`src/rtl/uart_tx_if.sv`:
```
// Parallel-word handshake and serial-line bundle for the UART transmitter.
// The master side supplies words; the slave side (uart_tx) owns the line.
interface uart_tx_if #(
    parameter int DATA_WIDTH = 8
);
    logic [DATA_WIDTH-1:0] in_data;
    logic                  in_valid;
    logic                  in_ready;
    logic                  dout;
    logic                  busy;

    modport master (
        output in_data,
        output in_valid,
        input  in_ready,
        input  dout,
        input  busy
    );

    modport slave (
        input  in_data,
        input  in_valid,
        output in_ready,
        output dout,
        output busy
    );
endinterface

```
`src/rtl/uart_tx.sv`:
```
// UART serialiser: start bit, LSB-first data, optional parity, 1 or 2 stop bits.
// Bit timing comes from an internal clock-count, so no baud tick input is needed.
//
// state    | meaning
// ---------+--------------------------------------------------------
// S_IDLE   | line high, ready for a word
// S_START  | start bit (0) for CLKS_PER_BIT clocks
// S_DATA   | data bits, shift register LSB on the line
// S_PARITY | parity of the latched word (only when PARITY_EN)
// S_STOP   | STOP_BITS stop bits (1)
module uart_tx #(
    parameter int DATA_WIDTH   = 8,
    parameter int CLKS_PER_BIT = 1,
    parameter int PARITY_EN    = 0,
    parameter int PARITY_ODD   = 0,
    parameter int STOP_BITS    = 1
) (
    input  logic     clk,
    input  logic     reset,
    uart_tx_if.slave bus
);
    localparam int BAUD_W = $clog2(CLKS_PER_BIT + 1);
    localparam int BIT_W  = $clog2(DATA_WIDTH + 1);

    typedef enum logic [2:0] {
        S_IDLE   = 3'd0,
        S_START  = 3'd1,
        S_DATA   = 3'd2,
        S_PARITY = 3'd3,
        S_STOP   = 3'd4
    } state_t;

    state_t                r_state;
    logic [DATA_WIDTH-1:0] r_shift;
    logic [BIT_W-1:0]      r_bit_cnt;
    logic [BAUD_W-1:0]     r_baud_cnt;
    logic                  r_parity;
    logic                  r_dout;

    logic                  w_bit_end;
    logic                  w_transfer;
    logic                  w_last_data;
    logic                  w_last_stop;

    assign w_bit_end   = (r_baud_cnt == BAUD_W'(CLKS_PER_BIT - 1));
    assign w_transfer  = bus.in_valid && bus.in_ready;
    assign w_last_data = (r_bit_cnt == BIT_W'(DATA_WIDTH - 1));
    // The bit counter is reused to count stop bits.
    assign w_last_stop = (r_bit_cnt == BIT_W'(STOP_BITS - 1));

    assign bus.in_ready = (r_state == S_IDLE);
    assign bus.busy     = (r_state != S_IDLE);
    assign bus.dout     = r_dout;

    // Frame sequencer: state, baud counter, bit counter and shift register.
    always_ff @(posedge clk or negedge reset) begin
        if (!reset) begin
            r_state    <= S_IDLE;
            r_shift    <= '0;
            r_bit_cnt  <= '0;
            r_baud_cnt <= '0;
            r_parity   <= 1'b0;
        end else begin
            // Every non-idle state advances the baud counter the same way.
            if (r_state != S_IDLE) begin
                r_baud_cnt <= w_bit_end ? '0 : r_baud_cnt + 1'b1;
            end
            case (r_state)
                S_IDLE: begin
                    r_baud_cnt <= '0;
                    r_bit_cnt  <= '0;
                    if (w_transfer) begin
                        r_shift  <= bus.in_data;
                        // Parity is taken from the word as latched, not from the shifting copy.
                        r_parity <= (^bus.in_data) ^ (PARITY_ODD != 0);
                        r_state  <= S_START;
                    end
                end
                S_START: begin
                    if (w_bit_end) begin
                        r_bit_cnt <= '0;
                        r_state   <= S_DATA;
                    end
                end
                S_DATA: begin
                    if (w_bit_end) begin
                        r_shift <= r_shift >> 1;
                        if (w_last_data) begin
                            r_bit_cnt <= '0;
                            r_state   <= (PARITY_EN != 0) ? S_PARITY : S_STOP;
                        end else begin
                            r_bit_cnt <= r_bit_cnt + 1'b1;
                        end
                    end
                end
                S_PARITY: begin
                    if (w_bit_end) begin
                        r_bit_cnt <= '0;
                        r_state   <= S_STOP;
                    end
                end
                S_STOP: begin
                    if (w_bit_end) begin
                        if (w_last_stop) begin
                            r_bit_cnt <= '0;
                            r_state   <= S_IDLE;
                        end else begin
                            r_bit_cnt <= r_bit_cnt + 1'b1;
                        end
                    end
                end
                default: begin
                    r_state    <= S_IDLE;
                    r_bit_cnt  <= '0;
                    r_baud_cnt <= '0;
                end
            endcase
        end
    end

    // Registered line driver: decodes the current state, so the line lags the state by one clock.
    always_ff @(posedge clk or negedge reset) begin
        if (!reset) begin
            r_dout <= 1'b1;
        end else begin
            case (r_state)
                S_START:  r_dout <= 1'b0;
                S_DATA:   r_dout <= r_shift[0];
                S_PARITY: r_dout <= r_parity;
                default:  r_dout <= 1'b1;
            endcase
        end
    end
endmodule

```
`src/flat_wrapper.sv`:
```
// flat-port wrapper written by rule: the top's interface ports become plain ports
module uart_tx_flat 
#(
    parameter int DATA_WIDTH   = 8,
    parameter int CLKS_PER_BIT = 1,
    parameter int PARITY_EN    = 0,
    parameter int PARITY_ODD   = 0,
    parameter int STOP_BITS    = 1
)
  (clk, reset, bus_in_data, bus_in_valid, bus_in_ready, bus_dout, bus_busy);
  uart_tx_if #(.DATA_WIDTH(DATA_WIDTH)) bus_i ();
  input  logic clk;
  input  logic reset;
  input wire logic [$bits(bus_i.in_data)-1:0] bus_in_data;
  input wire logic [$bits(bus_i.in_valid)-1:0] bus_in_valid;
  output wire logic [$bits(bus_i.in_ready)-1:0] bus_in_ready;
  output wire logic [$bits(bus_i.dout)-1:0] bus_dout;
  output wire logic [$bits(bus_i.busy)-1:0] bus_busy;
  assign bus_i.in_data = bus_in_data;
  assign bus_i.in_valid = bus_in_valid;
  assign bus_in_ready = bus_i.in_ready;
  assign bus_dout = bus_i.dout;
  assign bus_busy = bus_i.busy;
  uart_tx #(.DATA_WIDTH(DATA_WIDTH), .CLKS_PER_BIT(CLKS_PER_BIT), .PARITY_EN(PARITY_EN), .PARITY_ODD(PARITY_ODD), .STOP_BITS(STOP_BITS)) u_core (.clk(clk), .reset(reset), .bus(bus_i));
endmodule
```
`config.mk`:
```
export PLATFORM = sky130hd
export DESIGN_NAME = uart_tx_flat
export DESIGN_NICKNAME = d
export VERILOG_FILES = /design/src/rtl/uart_tx_if.sv /design/src/rtl/uart_tx.sv /design/src/flat_wrapper.sv
export SDC_FILE = /design/constraint.sdc
export NUM_CORES = 1
export LEC_CHECK = 0
export CORE_MARGIN = 3
export CORE_UTILIZATION = 54
export CTS_BUF_LIST = sky130_fd_sc_hd__clkbuf_8
export CTS_CLUSTER_SIZE = 14
export DETAILED_ROUTE_END_ITERATION = 12
export GPL_TIMING_DRIVEN = 0
export HOLD_SLACK_MARGIN = 0.08
export PLACE_DENSITY = 0.8
export RECOVER_POWER = 50
export SKIP_LAST_GASP = 1
export SYNTH_ARGS = -nofsm -noshare
export SYNTH_HDL_FRONTEND = slang
export SYNTH_SLANG_ARGS = --single-unit
```
`constraint.sdc`:
```
create_clock -name clk -period 1.74 [get_ports clk]
set_input_delay 0.522 -clock clk [delete_from_list [all_inputs] [get_ports clk]]
set_output_delay 0.522 -clock clk [all_outputs]
set_load 0.02 [all_outputs]
```
* Word-level counts from Yosys, hierarchy flattened
Cells that the tools add are included.
W data, S select, Z words.
** Cells by class
- Add/subtract/negate cells :: 2
- Eq/ne operators :: 14
- Reductions and logical operators :: 12
- Muxes and demuxes :: 21
** Operator list (number)
- $mux W3 :: 7
- $mux W4 :: 5
- $mux W8 :: 2
- $pmux W8 S2 :: 1
- $pmux W3 S5 :: 1
- $ne A2 B2 Y1 const B :: 6
- $pmux W4 S3 :: 1
- $reduce_xor A8 Y1 :: 1
- $reduce_and A7 Y1 :: 1
- $eq A3 B2 Y1 const B :: 2
- $ne A2 B1 Y1 const B :: 3
- $reduce_and A3 Y1 :: 2
- $add A4 B1 Y4 const B :: 1
- $eq A4 B3 Y1 const B :: 1
- $logic_not A4 Y1 :: 1
- $reduce_or A4 Y1 :: 1
- $eq A3 B1 Y1 const B :: 1
- $eq A3 B3 Y1 const B :: 1
- $logic_not A3 Y1 :: 1
- $mux W1 :: 3
- $pmux W1 S3 :: 1
- $reduce_bool A3 Y1 :: 1
- $reduce_and A2 Y1 :: 1
- $reduce_bool A2 Y1 :: 1
- 3 further kinds :: 3
** Word-level totals
- Input port bits :: 11
- Output and inout port bits :: 3
- Flip-flop bits (word level) :: 18

* Longest topological paths before layout
Gate-level depths: netlist of run 1.
- Depth in word-level cells :: 4
- Depth in mapped cells :: 7

* Worst setup path after synthesis of run 1
No wires, ideal clock.
- Kind :: flip-flop to output port
- From :: register u_core.r_state[2]
- To :: output bus_busy
- Slack :: -0.133 ns
- Path buffers :: 1
- Arrival time :: 1.351 ns
- Stages on the path, launching flop included :: 4
- Required time :: 1.218 ns
- Cells stage by stage :: dfrtp_1 -> buf_2 -> nor3_1 -> inv_1
** Between the ends
- Longest elaborated chain between the ends :: 1
** RTL lines
- from (decl) :: line uart_tx.sv:33 : state_t r_state;
- from (signal assigned) :: line uart_tx.sv:90 : r_state <= (PARITY_EN != 0) ? S_PARITY : S_STOP;
- $reduce_bool A3 Y1 :: line uart_tx.sv:52 : assign bus.busy = (r_state != S_IDLE);
- to (decl) :: line flat_wrapper.sv:18 : output wire logic [$bits(bus_i.busy)-1:0] bus_busy;
No other way between the ends.

* Final worst setup path of run 1
Ends and elaborated chain as after synthesis.

==> flow_summary_export.csv, run 1 <==
group,metric,value,unit
outcome,status,"completed",
route,drc,0,
timing,fin_skew,0.003936,ns
die,num_rows,13,
die,ios,14,
setup_path,start_kind,"register",
route,drt_iter0_markers,5,
yosys,synth_edf_count,0,
yosys,synth.distinct_cells,27,
yosys,syn_inst,89,
pwr,power_density,1727,nW/um^2
yosys,async_reset_ff_share,100.0,%
die,core,1415,um^2
timing,relSlewSlack,48.39,%
global_routing,grt_pass1_vias,659,
cells_and_area,layout-drive-gt1-share,20.95,%
cells_and_area,antenna_cells,0,
timing,drv_slew,0,
clock_tree,cts_tree,"built",
setup_path,path_max_fanout,8,
pwr,vdd_drop_max,0.9674,mV
yosys,synthTopCellsByArea,"dfrtp_1 (45%), xnor2_1 (8.9%), a21oi_2 (6.9%)",
clock_tree,postCtsHoldBufs,0,
yosys,ys_seq_area_share,48.23,%
clock_tree,clock_path_buffers,2,
global_routing,grt-ovfl-total,0,
place,io_buffers,13,
timing,fmax,0.6000,GHz
timing,finalHoldViolCount,0,
global_routing,antenna_found_initial,0,
route,vias_per_cell,5.492,
min_path,min_path_type,"register to register",
yosys,post-synth-top-count-cell,"dfrtp_1",
setup_path,cp-startpoint,"u_core.r_state[2]",
setup_path,cp.required,1.22,ns
setup_path,crit_type,"register to output port",
timing,finalSetupViolCount,0,
yosys,yosysWarnings,0,
timing,post-route-period-util,95.78,%
route,ant_nets,0,
yosys,syn_nets,102,
yosys,syn_area_per_cell,9.939,um^2
clock_tree,cts.clk_slew.worst_paths,0.07,ns
global_routing,grt_first_pass_wirelength,2746,um
yosys,syn_area,884.6,um^2
setup_path,cp_data_arrival_time,1.14,ns
timing,worst_pin_slew,0.7716,ns
clock_tree,htreeDepth,1,
clock_tree,cts_made_buffers,3,
timing,finalSetupTns,0,ns
setup_path,path_buf_inv,2,
clock_tree,cts-root-buf,"clkbuf_8",
global_routing,grt_max_degree,18,
timing,min_period,1.667,ns
yosys,synth_ff_type,"dfrtp_1",
cells_and_area,nets,119,
setup_path,path_cells,"nor3_4 -> inv_1 -> buf_2",
timing,fin_hold_ws,0.5013,ns
cells_and_area,area_growth,21.50,%
route,post_drt_wl_per_cell,13.93,um
yosys,ys_seq_elements,17,
min_path,hold_start,"u_core.r_parity",
setup_path,path_delay_family,"flip-flops",
clock_tree,cts_num_sinks,17,
die,die_x,46.48,um
yosys,synthTopCellsByCount,"dfrtp_1 (16), inv_1 (12), xnor2_1 (9), a21oi_2 (7), o22ai_1 (7)",
place,globalplace.congestion,0.7472,
timing,rsz0062_at_grt,"no",
die,fp.dieH,46.48,um
pwr,leakagePower,0.4918,nW
run,maxCapViolCount,0,
die,start_util,62.51,%
route,drtPass1Iterations,4,
yosys,synth_top_cell_by_area,"dfrtp_1",
global_routing,track_usage,18.42,%
yosys,synth_top_area_share,45.26,%
setup_path,rrSetupSlack,0.09,ns
die,die-area,2160,um^2
clock_tree,clk_latency,0.25,ns
route,wirelength,1671,um
route,dr_total_vias,659,
setup_path,setup.worst_path.end_class,"output port",
setup_path,cp_slowest_cell,"dfrtp_2",
setup_path,slowest_delay,0.47,ns
setup_path,r2r-start,"u_core.r_bit_cnt[0]",
place,dpl.hpwl,1216,um
## metrics by stage
stage	setup WS, ns	util (%)	instances	total power [W]	cell area (um^2)
6_report	0.07335	75.95	120	0.001857	1075
5_1_grt	0.03294	75.95	120	0.001992	1075
2_1_floorplan	0.1234	-	89	0.001343	889.6
3_3_place_gp	-0.1794	73.39	117	0.001562	1039
4_1_cts	-0.1117	76.66	121	0.001887	1085
3_5_place_dp	-0.1831	73.39	117	0.001603	1039
## worst paths after layout
| kind | endpoint | depth (start not counted) |
|---|---|---|
| setup / recovery | bus_busy | 3 |
| hold / removal | u_core.r_parity | 2 |
| setup reg to reg | u_core.r_bit_cnt[3] | 5 |
| hold reg to reg | u_core.r_parity | 2 |
| max in group asynchronous | u_core.r_state[2] | 1 |
| min in group asynchronous | u_core.r_state[1] | 1 |
## cell families (layout without fill, tap and decap cells)
| group | after synthesis | count (layout) | synth area share, % |
|---|---|---|---|
| compound gates | 22 | 22 | 17.40 |
| xor+xnor | 10 | 10 | 9.902 |
| fa+ha+maj | 2 | 2 | 2.828 |
| buf+inv | 18 | 34 | 10.04 |
| flops | 17 | 17 | 48.23 |
| simple gates | 20 | 20 | 11.60 |
## area by class of cell
type,instances,area [um^2]
flip-flops and latches,17,427.9
multi-input cells,54,380.4
fillers,108,340.3
repair buffers,13,118.9
inverters,13,48.80
clock buffers,3,41.29
plain buffers,4,33.78
well taps,15,18.77
clock inverters,1,5.005
## timing repair
action                                  CTS  global route
gates resized for setup                   8             3
gates cloned                              0             0
pin swaps                                 1             1
endpoints found under the setup margin    3             4
buffers inserted                          0             0
## flip-flops by register name (all words and copies together) (netlist names)
register / cells
u_core.r_shift: 8
u_core.r_state: 3
u_core.bus.dout: 1
u_core.r_parity: 1
u_core.r_bit_cnt: 4
## per-layer routing
metal  vias up  wire length, um  share of wire, %  global-route usage (%)
met5         -                0                 0                       0
met4         0               40               2.4                   9.091
met3         6               61               3.7                   3.516
met2        13              803                48                   29.67
met1       318              765                46                   23.34
li1        322                -                 -                       -
## placed cells by master, fill, tap and decap left out, types with 2 or more instances in the layout
master,instances
clkdlybuf4s50_1,9
clkbuf_8,3
a21oi_2,7
nor3_1,2
dfrtp_1,15
ha_1,2
buf_6,2
a21oi_1,3
o21ai_0,2
o22ai_1,7
nor2_1,5
inv_1,13
xnor2_1,9
nand2_1,5
## worst min-delay path: stages, from the launching register on
cell	delay [ns]
dfrtp_1	0.35
nand2_1	0.05
o21ai_0	0.07
## where the power goes
part           total, W  internal (W)  switching (W)
combinational  0.000883      0.000401       0.000482
sequential     0.000681      0.000563       0.000118
clock          0.000292      0.000159       0.000134
No activity file was read; power rests on OpenSTA's default activity.
==> run 2, diff against run 1 <==
PLACE_DENSITY = 0.84   (was 0.8)
==> run 2 against run 1 <==
Net effect:
- routed wire length grew 4.0%
- count of clock-buffer cells in the layout stayed put
- via count is 1.2% higher
- largest power group unchanged
==> flow_summary_export.csv, run 2 (synthesized netlist as in run 1, its figures left out) <==
group,metric,value,unit
outcome,status,"completed",
die,ios,14,
die,die-area,2160,um^2
cells_and_area,postLayoutCellArea,1104,um^2
clock_tree,cts_made_buffers,3,
min_path,min_path_type,"register to register",
global_routing,grt_first_pass_wirelength,3029,um
clock_tree,clock_path_buffers,2,
setup_path,rrSetupSlack,0.11,ns
pwr,power_density,1741,nW/um^2
timing,fin_skew,0.0008719,ns
pwr,report.power.total,0.001921,W
min_path,whs_path_depth,1,
setup_path,reg2reg_depth,5,
timing,post-route-period-util,96.31,%
pwr,leakagePower,0.5066,nW
cells_and_area,final_cell_mix,"dfrtp_1 (14), inv_1 (13), xnor2_1 (9), clkdlybuf4s50_1 (9)",
cells_and_area,seqCellArea,429.2,um^2
global_routing,grt-ovfl-total,0,
die,start_util,62.51,%
clock_tree,clk_latency,0.25,ns
route,wirelength,1738,um
cells_and_area,largest_register,"u_core.r_shift",
timing,worst_pin_slew,0.7695,ns
min_path,hold_start,"u_core.r_bit_cnt[0]",
route,drc,0,
cells_and_area,nets,122,
setup_path,slowest_delay,0.38,ns
timing,finalHoldViolCount,0,
global_routing,grt_max_degree,18,
cells_and_area,final_core_util,77.98,%
timing,fmax,0.5967,GHz
setup_path,start_kind,"register",
cells_and_area,area_growth,24.75,%
cells_and_area,reg_top3,"u_core.r_shift x8, u_core.r_bit_cnt x4, u_core.r_state x3",
clock_tree,cts-root-buf,"clkbuf_8",
timing,finalSetupTns,0,ns
cells_and_area,layout-drive-gt1-share,24.07,%
clock_tree,htreeDepth,1,
timing,finalSetupViolCount,0,
clock_tree,cts_tree,"built",
die,die_x,46.48,um
setup_path,r2r-start,"u_core.r_bit_cnt[0]",
place,placed_area,1039,um^2
die,num_rows,13,
setup_path,cp.required,1.22,ns
place,io_buffers,13,
route,ant_nets,0,
route,dr_total_vias,667,
route,drt_iter0_markers,6,
setup_path,setup.worst_path.end_class,"output port",
route,vias_per_cell,5.423,
route,drtPass1Iterations,4,
setup_path,path_cells,"buf_6 -> nor3_4 -> inv_1 -> buf_4",
timing,drv_slew,0,
timing,min_period,1.676,ns
place,dpl.hpwl,1173,um
die,core,1415,um^2
global_routing,antenna_found_initial,0,
setup_path,crit_type,"register to output port",
cells_and_area,multiInputGateArea,380.4,um^2
global_routing,track_usage,20.50,%
cells_and_area,largest_reg_flops,8,
timing,rsz0062_at_grt,"no",
setup_path,cp_slowest_cell,"dfrtp_1",
global_routing,grt_pass1_vias,683,
min_path,hold_end,"u_core.r_bit_cnt[0]",
cells_and_area,fillers,93,
setup_path,r2r_end,"u_core.r_bit_cnt[3]",
clock_tree,cts.clk_slew.worst_paths,0.06,ns
route,post_drt_wl_per_cell,14.13,um
setup_path,cp_data_arrival_time,1.15,ns
cells_and_area,antenna_cells,0,
place,globalplace.congestion,0.7318,
die,fp.dieH,46.48,um
pwr,vdd_drop_max,0.9566,mV
cells_and_area,layout_commonest_cell,"dfrtp_1",
setup_path,path_max_fanout,10,
timing,relSlewSlack,48.53,%
clock_tree,cts_num_sinks,17,
run,maxCapViolCount,0,
run 2: layout make-up:
type                            instances  share of cell area, %
Clock buffer                            3                  3.741
Multi-Input combinational cell         54                  34.47
Buffer                                  4                  3.401
Clock inverter                          1                 0.3401
Timing Repair Buffer                   16                  13.04
Inverter                               13                  4.422
Sequential cell                        17                  38.89
Tap cell                               15                  1.701
run 2: what timing repair did:
action / 4_1_cts / 5_1_grt
endpoints found under the setup margin: 3 / 2
setup buffers: 1 / 2
hold buffers: 0 / 0
endpoints found under the hold margin: 0 / 0
pin swaps: 1 / 1
gates resized for setup: 10 / 3
run 2: critical path: cells and delay by family (launching register included):
family	cells	cell delay, ns
flops	1	0.38
simple gates	1	0.14
buf+inv	3	0.37
run 2: worst max path at each step:
stage                            startpoint            to  slack, ns  cells past startpoint
after floorplan           u_core.r_state[2]      bus_busy       0.12                      3
final                     u_core.r_state[0]      bus_busy       0.06                      4
after global placement    u_core.r_state[2]  bus_in_ready      -0.14                      3
after CTS                 u_core.r_state[0]  bus_in_ready      -0.08                      3
after global routing      u_core.r_state[0]      bus_busy      0.002                      4
after detailed placement  u_core.r_state[2]  bus_in_ready      -0.20                      3
run 2: power by group:
| group | leakage, nW | switching (W) | internal (W) |
|---|---|---|---|
| Combinational | 0.275 | 0.000504 | 0.000451 |
| Sequential | 0.204 | 0.000115 | 0.000566 |
| Clock | 0.0269 | 0.000129 | 0.000156 |
run 2: metrics by stage:
step           worst slack, ns  cells  hold WS [ns]
2_1_floorplan           0.1234     89        0.2264
3_3_place_gp           -0.1382    117        0.4695
3_5_place_dp           -0.1962    117        0.4884
4_1_cts               -0.07920    122        0.4982
5_1_grt               0.002460    123        0.5173
6_report               0.06414    123        0.4894
run 2: routing by layer:
layer / share of wire [%] / GRT usage, % / vias to the layer above
met1: 46 / 26.47 / 323
met2: 50 / 34.34 / 10
met5: 0 / 0 / -
met3: 3.2 / 3.516 / 2
li1: - / - / 332
met4: 0.81 / 6.818 / 0
